`src/rtl/pipe_ctrl_pkg.sv`:
```
// pipe_ctrl_pkg: forwarding-select encodings shared by the controller and the ID/EX bypass muxes
package pipe_ctrl_pkg;
   typedef logic [1:0] fwd_sel_t;
   localparam fwd_sel_t FWD_RF  = 2'b00;
   localparam fwd_sel_t FWD_EX  = 2'b01;
   localparam fwd_sel_t FWD_MEM = 2'b10;
   localparam fwd_sel_t FWD_WB  = 2'b11;
endpackage

```
`src/rtl/pipe_ctrl_if.sv`:
```
// pipe_ctrl_if: ID-stage hazard inputs and pipeline control outputs of the controller
interface pipe_ctrl_if
   import pipe_ctrl_pkg::*;
#(parameter int REG_AW = 5, parameter int CNT_W = 32);
   logic              id_valid_i;
   logic [REG_AW-1:0] id_rs1_i;
   logic [REG_AW-1:0] id_rs2_i;
   logic              id_rs1_used_i;
   logic              id_rs2_used_i;
   logic [REG_AW-1:0] id_rd_i;
   logic              id_rf_wen_i;
   logic              id_load_i;
   logic              id_branch_i;
   logic              id_exit_i;
   logic              ex_busy_i;
   logic              pc_stall_o;
   logic              if_id_stall_o;
   logic              if_id_flush_o;
   logic              id_ex_bubble_o;
   logic              ex_stall_o;
   fwd_sel_t          fwd_rs1_sel_o;
   fwd_sel_t          fwd_rs2_sel_o;
   logic              ex_valid_o;
   logic              mem_valid_o;
   logic              wb_valid_o;
   logic              halt_o;
   logic [CNT_W-1:0]  stall_cnt_o;
   modport master (
      output id_valid_i, id_rs1_i, id_rs2_i, id_rs1_used_i, id_rs2_used_i, id_rd_i,
             id_rf_wen_i, id_load_i, id_branch_i, id_exit_i, ex_busy_i,
      input  pc_stall_o, if_id_stall_o, if_id_flush_o, id_ex_bubble_o, ex_stall_o,
             fwd_rs1_sel_o, fwd_rs2_sel_o, ex_valid_o, mem_valid_o, wb_valid_o, halt_o, stall_cnt_o
   );
   modport slave (
      input  id_valid_i, id_rs1_i, id_rs2_i, id_rs1_used_i, id_rs2_used_i, id_rd_i,
             id_rf_wen_i, id_load_i, id_branch_i, id_exit_i, ex_busy_i,
      output pc_stall_o, if_id_stall_o, if_id_flush_o, id_ex_bubble_o, ex_stall_o,
             fwd_rs1_sel_o, fwd_rs2_sel_o, ex_valid_o, mem_valid_o, wb_valid_o, halt_o, stall_cnt_o
   );
endinterface

```
`src/rtl/pipe_track_stage.sv`:
```
// pipe_track_stage: per-stage valid/rd/wen/load/exit tracking register with hold and bubble
module pipe_track_stage #(parameter int REG_AW = 5) (
   input  logic              clock,
   input  logic              reset,
   input  logic              hold,
   input  logic              bubble,
   input  logic              valid_i,
   input  logic [REG_AW-1:0] rd_i,
   input  logic              wen_i,
   input  logic              load_i,
   input  logic              exit_i,
   output logic              valid_o,
   output logic [REG_AW-1:0] rd_o,
   output logic              wen_o,
   output logic              load_o,
   output logic              exit_o
);
   localparam int W = REG_AW + 4;
   logic [W-1:0] st_d, st_q;
   // Hold keeps the current entry, bubble inserts an empty one, otherwise take the upstream stage
   always_comb begin
      st_d = hold ? st_q : bubble ? '0 : {valid_i, rd_i, wen_i, load_i, exit_i};
   end
   // Stage register, cleared by reset so no in-flight write survives
   always_ff @(posedge clock) begin
      if (reset) st_q <= '0;
      else st_q <= st_d;
   end
   assign {valid_o, rd_o, wen_o, load_o, exit_o} = st_q;
endmodule

```
`src/rtl/pipe_ctrl.sv`:
```
// pipe_ctrl: hazard detection, forwarding, stall/flush control, halt and stall counting for the 5-stage core
module pipe_ctrl
   import pipe_ctrl_pkg::*;
#(parameter int REG_AW = 5, parameter int FWD_EN = 1, parameter int CNT_W = 32) (
   input  logic       clock,
   input  logic       reset,
   pipe_ctrl_if.slave bus
);
   logic              ex_v, ex_w, ex_l, ex_x, mem_v, mem_w, mem_l, mem_x, wb_v, wb_w, wb_l, wb_x;
   logic [REG_AW-1:0] ex_rd, mem_rd, wb_rd;
   logic              id_v, u1, u2, e1, e2, m1, m2, w1, w2, raw, hz, hold, bubble;
   fwd_sel_t          sel1, sel2;
   logic              halt_d, halt_q;
   logic [CNT_W-1:0]  cnt_d, cnt_q;
   logic              unused_wb_load;

   function automatic logic hit(input logic v, input logic w, input logic [REG_AW-1:0] rd,
                                input logic [REG_AW-1:0] src, input logic used);
      return v & w & (rd != '0) & (rd == src) & used;
   endfunction

   assign id_v = bus.id_valid_i;
   assign u1 = id_v & bus.id_rs1_used_i;
   assign u2 = id_v & bus.id_rs2_used_i;
   assign e1 = hit(ex_v, ex_w, ex_rd, bus.id_rs1_i, u1);
   assign e2 = hit(ex_v, ex_w, ex_rd, bus.id_rs2_i, u2);
   assign m1 = hit(mem_v, mem_w, mem_rd, bus.id_rs1_i, u1);
   assign m2 = hit(mem_v, mem_w, mem_rd, bus.id_rs2_i, u2);
   assign w1 = hit(wb_v, wb_w, wb_rd, bus.id_rs1_i, u1);
   assign w2 = hit(wb_v, wb_w, wb_rd, bus.id_rs2_i, u2);
   assign unused_wb_load = wb_l;

   // Hazards: busy EX wins over RAW stalls, halt freezes fetch and drains, flush only when ID moves
   always_comb begin
      raw = (FWD_EN != 0) ? ((e1 | e2) & ex_l) : (e1 | e2 | m1 | m2 | w1 | w2);
      hz = raw & ~bus.ex_busy_i;
      hold = bus.ex_busy_i | hz | halt_q;
      bubble = hz | halt_q;
      sel1 = (FWD_EN == 0) ? FWD_RF : e1 ? FWD_EX : m1 ? FWD_MEM : w1 ? FWD_WB : FWD_RF;
      sel2 = (FWD_EN == 0) ? FWD_RF : e2 ? FWD_EX : m2 ? FWD_MEM : w2 ? FWD_WB : FWD_RF;
   end

   assign bus.pc_stall_o     = hold;
   assign bus.if_id_stall_o  = hold;
   assign bus.if_id_flush_o  = id_v & bus.id_branch_i & ~hold;
   assign bus.id_ex_bubble_o = bubble;
   assign bus.ex_stall_o     = bus.ex_busy_i;
   assign bus.fwd_rs1_sel_o  = sel1;
   assign bus.fwd_rs2_sel_o  = sel2;
   assign bus.ex_valid_o     = ex_v;
   assign bus.mem_valid_o    = mem_v;
   assign bus.wb_valid_o     = wb_v;
   assign bus.halt_o         = halt_q;
   assign bus.stall_cnt_o    = cnt_q;

   pipe_track_stage #(.REG_AW(REG_AW)) u_ex (
      .clock(clock), .reset(reset), .hold(bus.ex_busy_i), .bubble(bubble),
      .valid_i(id_v), .rd_i(id_v ? bus.id_rd_i : '0), .wen_i(id_v & bus.id_rf_wen_i),
      .load_i(id_v & bus.id_load_i), .exit_i(id_v & bus.id_exit_i),
      .valid_o(ex_v), .rd_o(ex_rd), .wen_o(ex_w), .load_o(ex_l), .exit_o(ex_x)
   );
   pipe_track_stage #(.REG_AW(REG_AW)) u_mem (
      .clock(clock), .reset(reset), .hold(1'b0), .bubble(bus.ex_busy_i),
      .valid_i(ex_v), .rd_i(ex_rd), .wen_i(ex_w), .load_i(ex_l), .exit_i(ex_x),
      .valid_o(mem_v), .rd_o(mem_rd), .wen_o(mem_w), .load_o(mem_l), .exit_o(mem_x)
   );
   pipe_track_stage #(.REG_AW(REG_AW)) u_wb (
      .clock(clock), .reset(reset), .hold(1'b0), .bubble(1'b0),
      .valid_i(mem_v), .rd_i(mem_rd), .wen_i(mem_w), .load_i(mem_l), .exit_i(mem_x),
      .valid_o(wb_v), .rd_o(wb_rd), .wen_o(wb_w), .load_o(wb_l), .exit_o(wb_x)
   );

   // Halt latches once exit retires; counter counts non-halted stall cycles and saturates
   always_comb begin
      halt_d = halt_q | (wb_v & wb_x);
      cnt_d = (hold & ~halt_q & ~&cnt_q) ? cnt_q + 1'b1 : cnt_q;
   end

   // Halt and counter registers
   always_ff @(posedge clock) begin
      if (reset) begin
         halt_q <= 1'b0;
         cnt_q <= '0;
      end else begin
         halt_q <= halt_d;
         cnt_q <= cnt_d;
      end
   end
endmodule
```
`src/flat_wrapper.sv`:
```
// flat-port wrapper written by rule: the top's interface ports become plain ports
module pipe_ctrl_flat import pipe_ctrl_pkg::*;
#(parameter int REG_AW = 5, parameter int FWD_EN = 1, parameter int CNT_W = 32)
  (clock, reset, bus_id_valid_i, bus_id_rs1_i, bus_id_rs2_i, bus_id_rs1_used_i, bus_id_rs2_used_i, bus_id_rd_i, bus_id_rf_wen_i, bus_id_load_i, bus_id_branch_i, bus_id_exit_i, bus_ex_busy_i, bus_pc_stall_o, bus_if_id_stall_o, bus_if_id_flush_o, bus_id_ex_bubble_o, bus_ex_stall_o, bus_fwd_rs1_sel_o, bus_fwd_rs2_sel_o, bus_ex_valid_o, bus_mem_valid_o, bus_wb_valid_o, bus_halt_o, bus_stall_cnt_o);
  pipe_ctrl_if #(.REG_AW(REG_AW), .CNT_W(CNT_W)) bus_i ();
  input  logic clock;
  input  logic reset;
  input wire logic [$bits(bus_i.id_valid_i)-1:0] bus_id_valid_i;
  input wire logic [$bits(bus_i.id_rs1_i)-1:0] bus_id_rs1_i;
  input wire logic [$bits(bus_i.id_rs2_i)-1:0] bus_id_rs2_i;
  input wire logic [$bits(bus_i.id_rs1_used_i)-1:0] bus_id_rs1_used_i;
  input wire logic [$bits(bus_i.id_rs2_used_i)-1:0] bus_id_rs2_used_i;
  input wire logic [$bits(bus_i.id_rd_i)-1:0] bus_id_rd_i;
  input wire logic [$bits(bus_i.id_rf_wen_i)-1:0] bus_id_rf_wen_i;
  input wire logic [$bits(bus_i.id_load_i)-1:0] bus_id_load_i;
  input wire logic [$bits(bus_i.id_branch_i)-1:0] bus_id_branch_i;
  input wire logic [$bits(bus_i.id_exit_i)-1:0] bus_id_exit_i;
  input wire logic [$bits(bus_i.ex_busy_i)-1:0] bus_ex_busy_i;
  output wire logic [$bits(bus_i.pc_stall_o)-1:0] bus_pc_stall_o;
  output wire logic [$bits(bus_i.if_id_stall_o)-1:0] bus_if_id_stall_o;
  output wire logic [$bits(bus_i.if_id_flush_o)-1:0] bus_if_id_flush_o;
  output wire logic [$bits(bus_i.id_ex_bubble_o)-1:0] bus_id_ex_bubble_o;
  output wire logic [$bits(bus_i.ex_stall_o)-1:0] bus_ex_stall_o;
  output wire logic [$bits(bus_i.fwd_rs1_sel_o)-1:0] bus_fwd_rs1_sel_o;
  output wire logic [$bits(bus_i.fwd_rs2_sel_o)-1:0] bus_fwd_rs2_sel_o;
  output wire logic [$bits(bus_i.ex_valid_o)-1:0] bus_ex_valid_o;
  output wire logic [$bits(bus_i.mem_valid_o)-1:0] bus_mem_valid_o;
  output wire logic [$bits(bus_i.wb_valid_o)-1:0] bus_wb_valid_o;
  output wire logic [$bits(bus_i.halt_o)-1:0] bus_halt_o;
  output wire logic [$bits(bus_i.stall_cnt_o)-1:0] bus_stall_cnt_o;
  assign bus_i.id_valid_i = bus_id_valid_i;
  assign bus_i.id_rs1_i = bus_id_rs1_i;
  assign bus_i.id_rs2_i = bus_id_rs2_i;
  assign bus_i.id_rs1_used_i = bus_id_rs1_used_i;
  assign bus_i.id_rs2_used_i = bus_id_rs2_used_i;
  assign bus_i.id_rd_i = bus_id_rd_i;
  assign bus_i.id_rf_wen_i = bus_id_rf_wen_i;
  assign bus_i.id_load_i = bus_id_load_i;
  assign bus_i.id_branch_i = bus_id_branch_i;
  assign bus_i.id_exit_i = bus_id_exit_i;
  assign bus_i.ex_busy_i = bus_ex_busy_i;
  assign bus_pc_stall_o = bus_i.pc_stall_o;
  assign bus_if_id_stall_o = bus_i.if_id_stall_o;
  assign bus_if_id_flush_o = bus_i.if_id_flush_o;
  assign bus_id_ex_bubble_o = bus_i.id_ex_bubble_o;
  assign bus_ex_stall_o = bus_i.ex_stall_o;
  assign bus_fwd_rs1_sel_o = bus_i.fwd_rs1_sel_o;
  assign bus_fwd_rs2_sel_o = bus_i.fwd_rs2_sel_o;
  assign bus_ex_valid_o = bus_i.ex_valid_o;
  assign bus_mem_valid_o = bus_i.mem_valid_o;
  assign bus_wb_valid_o = bus_i.wb_valid_o;
  assign bus_halt_o = bus_i.halt_o;
  assign bus_stall_cnt_o = bus_i.stall_cnt_o;
  pipe_ctrl #(.REG_AW(REG_AW), .FWD_EN(FWD_EN), .CNT_W(CNT_W)) u_core (.clock(clock), .reset(reset), .bus(bus_i));
endmodule
```
`config.mk`:
```
export PLATFORM = sky130hd
export DESIGN_NAME = pipe_ctrl_flat
export DESIGN_NICKNAME = d
export VERILOG_FILES = /design/src/rtl/pipe_ctrl_pkg.sv /design/src/rtl/pipe_ctrl_if.sv /design/src/rtl/pipe_track_stage.sv /design/src/rtl/pipe_ctrl.sv /design/src/flat_wrapper.sv
export SDC_FILE = /design/constraint.sdc
export NUM_CORES = 1
export LEC_CHECK = 0
export CORE_UTILIZATION = 51
export CTS_CLUSTER_SIZE = 12
export DETAILED_ROUTE_END_ITERATION = 12
export HOLD_SLACK_MARGIN = 0.02
export PLACE_DENSITY = 0.87
export SYNTH_ARGS = -nofsm -noshare
export SYNTH_HDL_FRONTEND = slang
export SYNTH_HIERARCHICAL = 1
export SYNTH_SLANG_ARGS = --single-unit
```
`constraint.sdc`:
```
create_clock -name clock -period 2.9 [get_ports clock]
set_input_delay 0.87 -clock clock [delete_from_list [all_inputs] [get_ports clock]]
set_output_delay 0.87 -clock clock [all_outputs]
set_load 0.02 [all_outputs]
```
==> impl_metrics.prom, run 1 <==
# TYPE chip_impl_metric gauge
chip_impl_info{name="run_status",value="finished with violations"} 1
chip_impl_info{name="failed_checks",value="setup timing"} 1
chip_impl_metric{name="viasPerCell",unit=""} 6.19
chip_impl_metric{name="count_of_max_cap_constraint_violations",unit=""} 0
chip_impl_info{name="critical_path.startpoint_type",value="input pin"} 1
chip_impl_metric{name="detailroute.via_count",unit=""} 3630
chip_impl_metric{name="timing.final.crit_share",unit="%"} 106
chip_impl_metric{name="std_cell_rows",unit=""} 28
chip_impl_metric{name="gp_congestion",unit=""} 0.862
chip_impl_metric{name="buffer_ports.inserted",unit=""} 69
chip_impl_metric{name="clock_sink_count",unit=""} 58
chip_impl_metric{name="route.detailed.drc",unit=""} 0
chip_impl_metric{name="sequential_cell_area",unit="um2"} 1170
chip_impl_metric{name="achievable-frequency",unit="MHz"} 325
chip_impl_metric{name="gr-usage-all-layers",unit="%"} 32.3
chip_impl_metric{name="synth.yosys.warnings",unit=""} 6
chip_impl_metric{name="design.final.nets",unit=""} 532
chip_impl_info{name="tritoncts",value="done"} 1
chip_impl_metric{name="report.final.slew_viol_count",unit=""} 0
chip_impl_metric{name="wire_length_of_the_first_global_routing_pass",unit="um"} 16200
chip_impl_metric{name="grt_pass1_vias",unit=""} 3256
chip_impl_metric{name="fin_ws",unit="ns"} -0.176
chip_impl_metric{name="floorplan.die_area",unit="um2"} 6710
chip_impl_metric{name="die_w",unit="um"} 81.9
chip_impl_metric{name="static-leakage-power",unit="nW"} 1.75
chip_impl_metric{name="finalSetupViolCount",unit=""} 8
chip_impl_metric{name="timing_hold_violations_final",unit=""} 0
chip_impl_metric{name="timing.critical_path.fanout_max",unit=""} 3
chip_impl_metric{name="irDropWorstVdd",unit="V"} 0.000291
chip_impl_info{name="timing.hold.worst.class",value="flop to flop"} 1
chip_impl_metric{name="num_antenna_cells",unit=""} 0
chip_impl_info{name="worstSetupPathType",value="input pin to primary output"} 1
chip_impl_metric{name="cts-buffers-inserted",unit=""} 9
chip_impl_metric{name="total_area_of_multi_input_combinational_cells",unit="um2"} 2260
chip_impl_metric{name="powerDensity",unit="nW/um2"} 364
chip_impl_metric{name="synth.cell_area",unit="um2"} 3260
chip_impl_metric{name="globalRouteOverflowTotal",unit=""} 0
chip_impl_metric{name="count_of_buffering_cells_on_the_critical_path_with_inverters_included",unit=""} 3
chip_impl_metric{name="dp_hpwl",unit="um"} 6460
chip_impl_metric{name="layout_cell_share_with_drive_strength_beyond_1",unit="%"} 29.5
chip_impl_info{name="worstPathCellList",value="buf_6 -> xnor2_2 -> nand4_1 -> nor3_4 -> o21ba_4 -> or3_4 -> buf_6 -> buf_6"} 1
chip_impl_metric{name="slowest_delay",unit="ns"} 0.36
chip_impl_metric{name="cts_hold_repair.buffers",unit=""} 0
chip_impl_info{name="cts_root_buffer",value="clkbuf_8"} 1
chip_impl_metric{name="filler_cell_count",unit=""} 368
chip_impl_metric{name="synth_area_per_cell",unit="um2"} 8.35
chip_impl_metric{name="first_pass_iters",unit=""} 5
chip_impl_metric{name="critical_path_arrival",unit="ns"} 2.21
chip_impl_metric{name="initial_core_utilization",unit="%"} 54.0
chip_impl_metric{name="floorplan.core_area",unit="um2"} 6030
chip_impl_info{name="slowest_cp_cell",value="or3_4"} 1
chip_impl_metric{name="timing.final.crit_period",unit="ns"} 3.08
chip_impl_metric{name="insertion_delay",unit="ns"} 0.35
chip_impl_metric{name="clock_tree.htree_level_count",unit=""} 3
chip_impl_metric{name="drtAntennaViolNets",unit=""} 0
chip_impl_info{name="cp_common_cell",value="buf_6"} 1
chip_impl_metric{name="design.portCount",unit=""} 70
chip_impl_metric{name="grt_max_degree",unit=""} 47
chip_impl_metric{name="dieHeight",unit="um"} 81.9
chip_impl_info{name="setup_repair_after_global_routing_missed_its_margin",value="yes"} 1
chip_impl_metric{name="netlist_instances",unit=""} 390
chip_impl_metric{name="post-layout-total-power",unit="mW"} 1.77
chip_impl_info{name="setup.worst_path.end_class",value="primary output"} 1
chip_impl_metric{name="holdWs",unit="ns"} 0.506
chip_impl_metric{name="required_time_of_the_critical_path",unit="ns"} 2.03
chip_impl_metric{name="postRouteWirelength",unit="um"} 11300
chip_impl_metric{name="worst_clock_skew",unit="ns"} 0.0106
chip_impl_metric{name="clk_pin_slew_worst_paths",unit="ns"} 0.06
chip_impl_metric{name="area_delta_synth_final",unit="%"} 49.3
chip_impl_info{name="crit_family",value="simple AND/OR/NAND/NOR gates"} 1
chip_impl_metric{name="detail_route.iter0.violations",unit=""} 355
chip_impl_metric{name="wl_per_cell",unit="um"} 19.4
chip_impl_metric{name="grt_antenna_before_repair",unit=""} 0
chip_impl_metric{name="cts_buffer_depth",unit=""} 2
## flip-flops by register name, indices dropped and copies added (netlist names)
register                cells
u_core/bus.stall_cnt_o     32
u_core/u_wb/st_q            8
u_core/u_ex/st_q            9
u_core/u_mem/st_q           8
u_core/bus.halt_o           1
## power by group
group | leakage, nW | total [mW] | switching (mW) | internal, mW
Sequential | 0.471 | 0.817 | 0.0126 | 0.804
Combinational | 1.19 | 0.261 | 0.128 | 0.134
Clock | 0.0847 | 0.689 | 0.357 | 0.332
## layer usage
layer | vias to the layer above | part of all wire [%] | global-route usage [%]
li1 | 1616 | - | -
met1 | 1699 | 38 | 40.1
met2 | 261 | 47 | 53.6
met3 | 54 | 9.5 | 6.00
met4 | 0 | 4.7 | 15.8
met5 | - | 0 | 0
## per-stage QoR
step / worst slack (ns) / TNS (ns) / std cells / area [um2] / util (%)
after detailed placement: -0.994 / -11.61 / 559 / 4280 / 71.0
after global routing: -0.188 / -1.23 / 586 / 4860 / 80.7
final: -0.176 / -1.01 / 586 / 4860 / 80.7
after CTS: -0.164 / -0.507 / 583 / 4700 / 78.0
after global placement: -0.943 / -9.21 / 559 / 4280 / 71.0
after floorplan: -0.0110 / -0.0110 / 395 / 3290 / -
## cells in the final DEF (no fill, tap or decap), drive strengths merged, types with 5 or more instances in the layout
cell type	instances
nor2	22
xnor2	37
buf	73
nand3	17
and3	5
nand4	17
and2	10
dfxtp	58
conb	6
clkbuf	11
o21ai	10
inv	6
clkdlybuf4s50	46
a21oi	22
or3	12
o22ai	22
xor2	7
nor3	13
nand2	42
nand2b	22
## timing repair
item | in CTS | in global routing
resized for setup | 146 | 32
hold endpoints to repair | 0 | 0
gates cloned | 0 | 0
pin swaps | 29 | 11
buffers inserted | 8 | 3
endpoints found under the setup margin | 9 | 9
## layout make-up
class                           instances  share of cell area (%)
Tap cell                               75                    1.93
Sequential cell                        58                    24.1
Timing Repair Buffer                  122                    23.5
Inverter                                5                   0.386
Clock inverter                          6                   0.849
Clock buffer                           10                    2.83
Multi-Input combinational cell        310                    46.4
## worst min-delay path, stage by stage, from the launching register on
cell and delay [ns]:
dfxtp_1 0.33, a21oi_1 0.07, nor2_1 0.07
## path summary, 6_finish.rpt
| path | endpoint | start | cells after the start | slack [ns] |
|---|---|---|---|---|
| setup / recovery | bus_if_id_stall_o | bus_id_rs1_i[3] | 8 | -0.18 |
| hold / removal | u_core/bus.halt_o$_SDFF_PP0_ | u_core/u_wb/st_q[0]$_SDFFE_PP0N_ | 2 | 0.51 |
| setup reg to reg | u_core/bus.stall_cnt_o[1]$_SDFFE_PP0P_ | u_core/bus.stall_cnt_o[0]$_SDFFE_PP0P_ | 9 | 0.28 |
| hold reg to reg | u_core/bus.halt_o$_SDFF_PP0_ | u_core/u_wb/st_q[0]$_SDFFE_PP0N_ | 2 | 0.51 |
Power figures use the tool's default switching activity.
==> run 2: changes to the inputs <==
--- a/config.mk
+++ b/config.mk
@@ -8,6 +8,7 @@
 export CORE_UTILIZATION = 51
 export CTS_CLUSTER_SIZE = 12
 export DETAILED_ROUTE_END_ITERATION = 12
+export GPL_ROUTABILITY_DRIVEN = 0
 export HOLD_SLACK_MARGIN = 0.02
 export PLACE_DENSITY = 0.87
 export SYNTH_ARGS = -nofsm -noshare
==> run 2 against run 1 <==
The flow still finishes with violations (setup timing). Via count rose by 5.1%. Largest power group is now clock. Register-to-register slack got worse by 0.12 ns. Worst setup slack got worse by 0.088 ns. Critical path type unchanged. Wire length rose by 14%. Sequential power barely moved. Utilization rose by 0.81 points. Sequential share of layout area fell by 0.34 points. Final cell count rose by 0.85%. Largest cell class unchanged. Fmax fell by 2.8%. Combinational power rose by 5%.
==> impl_metrics.prom, run 2 (synthesis gave the netlist of run 1 again) <==
# TYPE chip_impl_metric gauge
chip_impl_info{name="run_status",value="finished with violations"} 1
chip_impl_info{name="failed_checks",value="setup timing"} 1
chip_impl_metric{name="drtAntennaViolNets",unit=""} 0
chip_impl_metric{name="layout.cells.non_filler",unit=""} 591
chip_impl_metric{name="timing.critical_path.fanout_max",unit=""} 3
chip_impl_metric{name="floorplan.core_area",unit="um2"} 6030
chip_impl_metric{name="floorplan.die_area",unit="um2"} 6710
chip_impl_metric{name="timing.final.crit_share",unit="%"} 109
chip_impl_metric{name="detailroute.via_count",unit=""} 3816
chip_impl_metric{name="tightestPinTransition",unit="ns"} 0.558
chip_impl_metric{name="finalSetupViolCount",unit=""} 8
chip_impl_metric{name="grt_util_met1",unit="%"} 43.8
chip_impl_metric{name="detail_route.iter0.violations",unit=""} 488
chip_impl_metric{name="clk_pin_slew_worst_paths",unit="ns"} 0.06
chip_impl_metric{name="reg2reg_slack",unit="ns"} 0.16
chip_impl_metric{name="worst_clock_skew",unit="ns"} 0.0182
chip_impl_metric{name="area_of_all_placed_cells_without_fillers",unit="um2"} 4910
chip_impl_metric{name="timing_hold_violations_final",unit=""} 0
chip_impl_metric{name="layout_cell_share_with_drive_strength_beyond_1",unit="%"} 29.1
chip_impl_metric{name="cts_buffer_depth",unit=""} 2
chip_impl_metric{name="dieHeight",unit="um"} 81.9
chip_impl_metric{name="achievable-frequency",unit="MHz"} 316
chip_impl_info{name="cts_root_buffer",value="clkbuf_8"} 1
chip_impl_metric{name="gr-usage-all-layers",unit="%"} 35.9
chip_impl_info{name="layout.cells.most_common",value="dfxtp_1"} 1
chip_impl_metric{name="required_time_of_the_critical_path",unit="ns"} 2.03
chip_impl_metric{name="route.detailed.drc",unit=""} 0
chip_impl_metric{name="postRouteWirelength",unit="um"} 12900
chip_impl_info{name="worstSetupPathType",value="input pin to primary output"} 1
chip_impl_metric{name="clock_tree.htree_level_count",unit=""} 3
chip_impl_metric{name="grt_pass1_vias",unit=""} 3450
chip_impl_metric{name="std_cell_rows",unit=""} 28
chip_impl_info{name="critical_path.startpoint_type",value="input pin"} 1
chip_impl_metric{name="initial_core_utilization",unit="%"} 54.0
chip_impl_metric{name="critical_path_arrival",unit="ns"} 2.29
chip_impl_metric{name="report.final.slew_viol_count",unit=""} 0
chip_impl_metric{name="cts_hold_repair.buffers",unit=""} 0
chip_impl_metric{name="dp_hpwl",unit="um"} 6420
chip_impl_info{name="layout.cells.most_common_list",value="55 x dfxtp_1, 50 x buf_4, 45 x clkdlybuf4s50_1"} 1
chip_impl_metric{name="grt_max_degree",unit=""} 32
chip_impl_info{name="grt.busiest_layer",value="met2"} 1
chip_impl_metric{name="cts-buffers-inserted",unit=""} 9
chip_impl_metric{name="wl_per_cell",unit="um"} 21.9
chip_impl_metric{name="design.portCount",unit=""} 70
chip_impl_metric{name="num_antenna_cells",unit=""} 0
chip_impl_metric{name="powerDensity",unit="nW/um2"} 392
chip_impl_info{name="tritoncts",value="done"} 1
chip_impl_metric{name="clock_sink_count",unit=""} 58
chip_impl_metric{name="placedInstanceArea",unit="um2"} 4290
chip_impl_info{name="setup.worst_path.end_class",value="primary output"} 1
chip_impl_metric{name="holdWs",unit="ns"} 0.491
chip_impl_metric{name="largest_register_ffs",unit=""} 32
chip_impl_metric{name="relSlewSlack",unit="%"} 62.6
chip_impl_metric{name="area_delta_synth_final",unit="%"} 50.8
chip_impl_metric{name="globalRouteOverflowTotal",unit=""} 0
chip_impl_metric{name="insertion_delay",unit="ns"} 0.36
chip_impl_metric{name="wire_length_of_the_first_global_routing_pass",unit="um"} 17900
chip_impl_metric{name="grt_use_met2",unit="%"} 57.0
chip_impl_metric{name="buffer_ports.inserted",unit=""} 69
chip_impl_info{name="setup_repair_after_global_routing_missed_its_margin",value="yes"} 1
chip_impl_metric{name="post-layout-total-power",unit="mW"} 1.93
chip_impl_metric{name="first_pass_iters",unit=""} 9
chip_impl_info{name="timing.hold.worst.class",value="flop to flop"} 1
chip_impl_metric{name="fin_ws",unit="ns"} -0.264
chip_impl_metric{name="viasPerCell",unit=""} 6.46
chip_impl_metric{name="die_w",unit="um"} 81.9
chip_impl_metric{name="static-leakage-power",unit="nW"} 1.83
chip_impl_metric{name="grt_antenna_before_repair",unit=""} 0
chip_impl_metric{name="dp.cells",unit=""} 563
chip_impl_metric{name="groute.layer.met3.usage",unit="%"} 8.56
chip_impl_metric{name="irDropWorstVdd",unit="V"} 0.000418
chip_impl_metric{name="timing.final.crit_period",unit="ns"} 3.16
chip_impl_metric{name="count_of_max_cap_constraint_violations",unit=""} 0
chip_impl_metric{name="design.final.nets",unit=""} 537
-- run 2: worst max-delay path: stages --
cell and delay, ns:
buf_6 0.11, xnor2_4 0.16, nand4_1 0.23, nor3_4 0.32, buf_6 0.15, nand2_4 0.06, nand2_2 0.09, a31o_4 0.17
buf_6 0.11
-- run 2: area by class of cell --
class / count / area [um2]
Sequential cell: 58 / 1160
Clock inverter: 4 / 48.8
Timing Repair Buffer: 127 / 1190
Fill cell: 346 / 1110
Clock buffer: 12 / 165
Multi-Input combinational cell: 310 / 2230
Tap cell: 75 / 93.8
Inverter: 5 / 18.8
-- run 2: path summary, 6_finish.rpt --
path                                                from                                endpoint  cells past startpoint
hold / removal          u_core/u_ex/st_q[0]$_SDFFE_PP0N_        u_core/u_ex/st_q[0]$_SDFFE_PP0N_                      2
hold reg to reg         u_core/u_ex/st_q[0]$_SDFFE_PP0N_        u_core/u_ex/st_q[0]$_SDFFE_PP0N_                      2
setup reg to reg  u_core/bus.stall_cnt_o[0]$_SDFFE_PP0P_  u_core/bus.stall_cnt_o[1]$_SDFFE_PP0P_                      9
setup / recovery                         bus_id_rs1_i[2]                      bus_id_ex_bubble_o                      9
-- run 2: power breakdown --
part / switching (mW) / internal, mW / leakage, nW
Clock: 0.370 / 0.466 / 0.112
Combinational: 0.139 / 0.134 / 1.25
Sequential: 0.0120 / 0.805 / 0.470
-- run 2: what timing repair did --
action,in CTS,in global routing
resized for setup,153,23
gates cloned,0,0
buffers inserted,9,3
pin swaps,35,8
endpoints found under the setup margin,9,10
-- run 2: stage by stage --
stage	setup TNS (ns)	setup slack (ns)	util [%]
floorplan	-0.0110	-0.0110	-
CTS	-0.563	-0.165	79.5
finish	-1.48	-0.264	81.5
detailed placement	-11.27	-0.976	71.3
global placement	-9.26	-0.947	71.3
global route	-1.88	-0.290	81.5
-- run 2: routing by layer --
metal / vias up / wire length, um
met4: 0 / 894
li1: 1617 / -
met1: 1757 / 4750
met5: - / 0
met3: 111 / 1390
met2: 331 / 5890
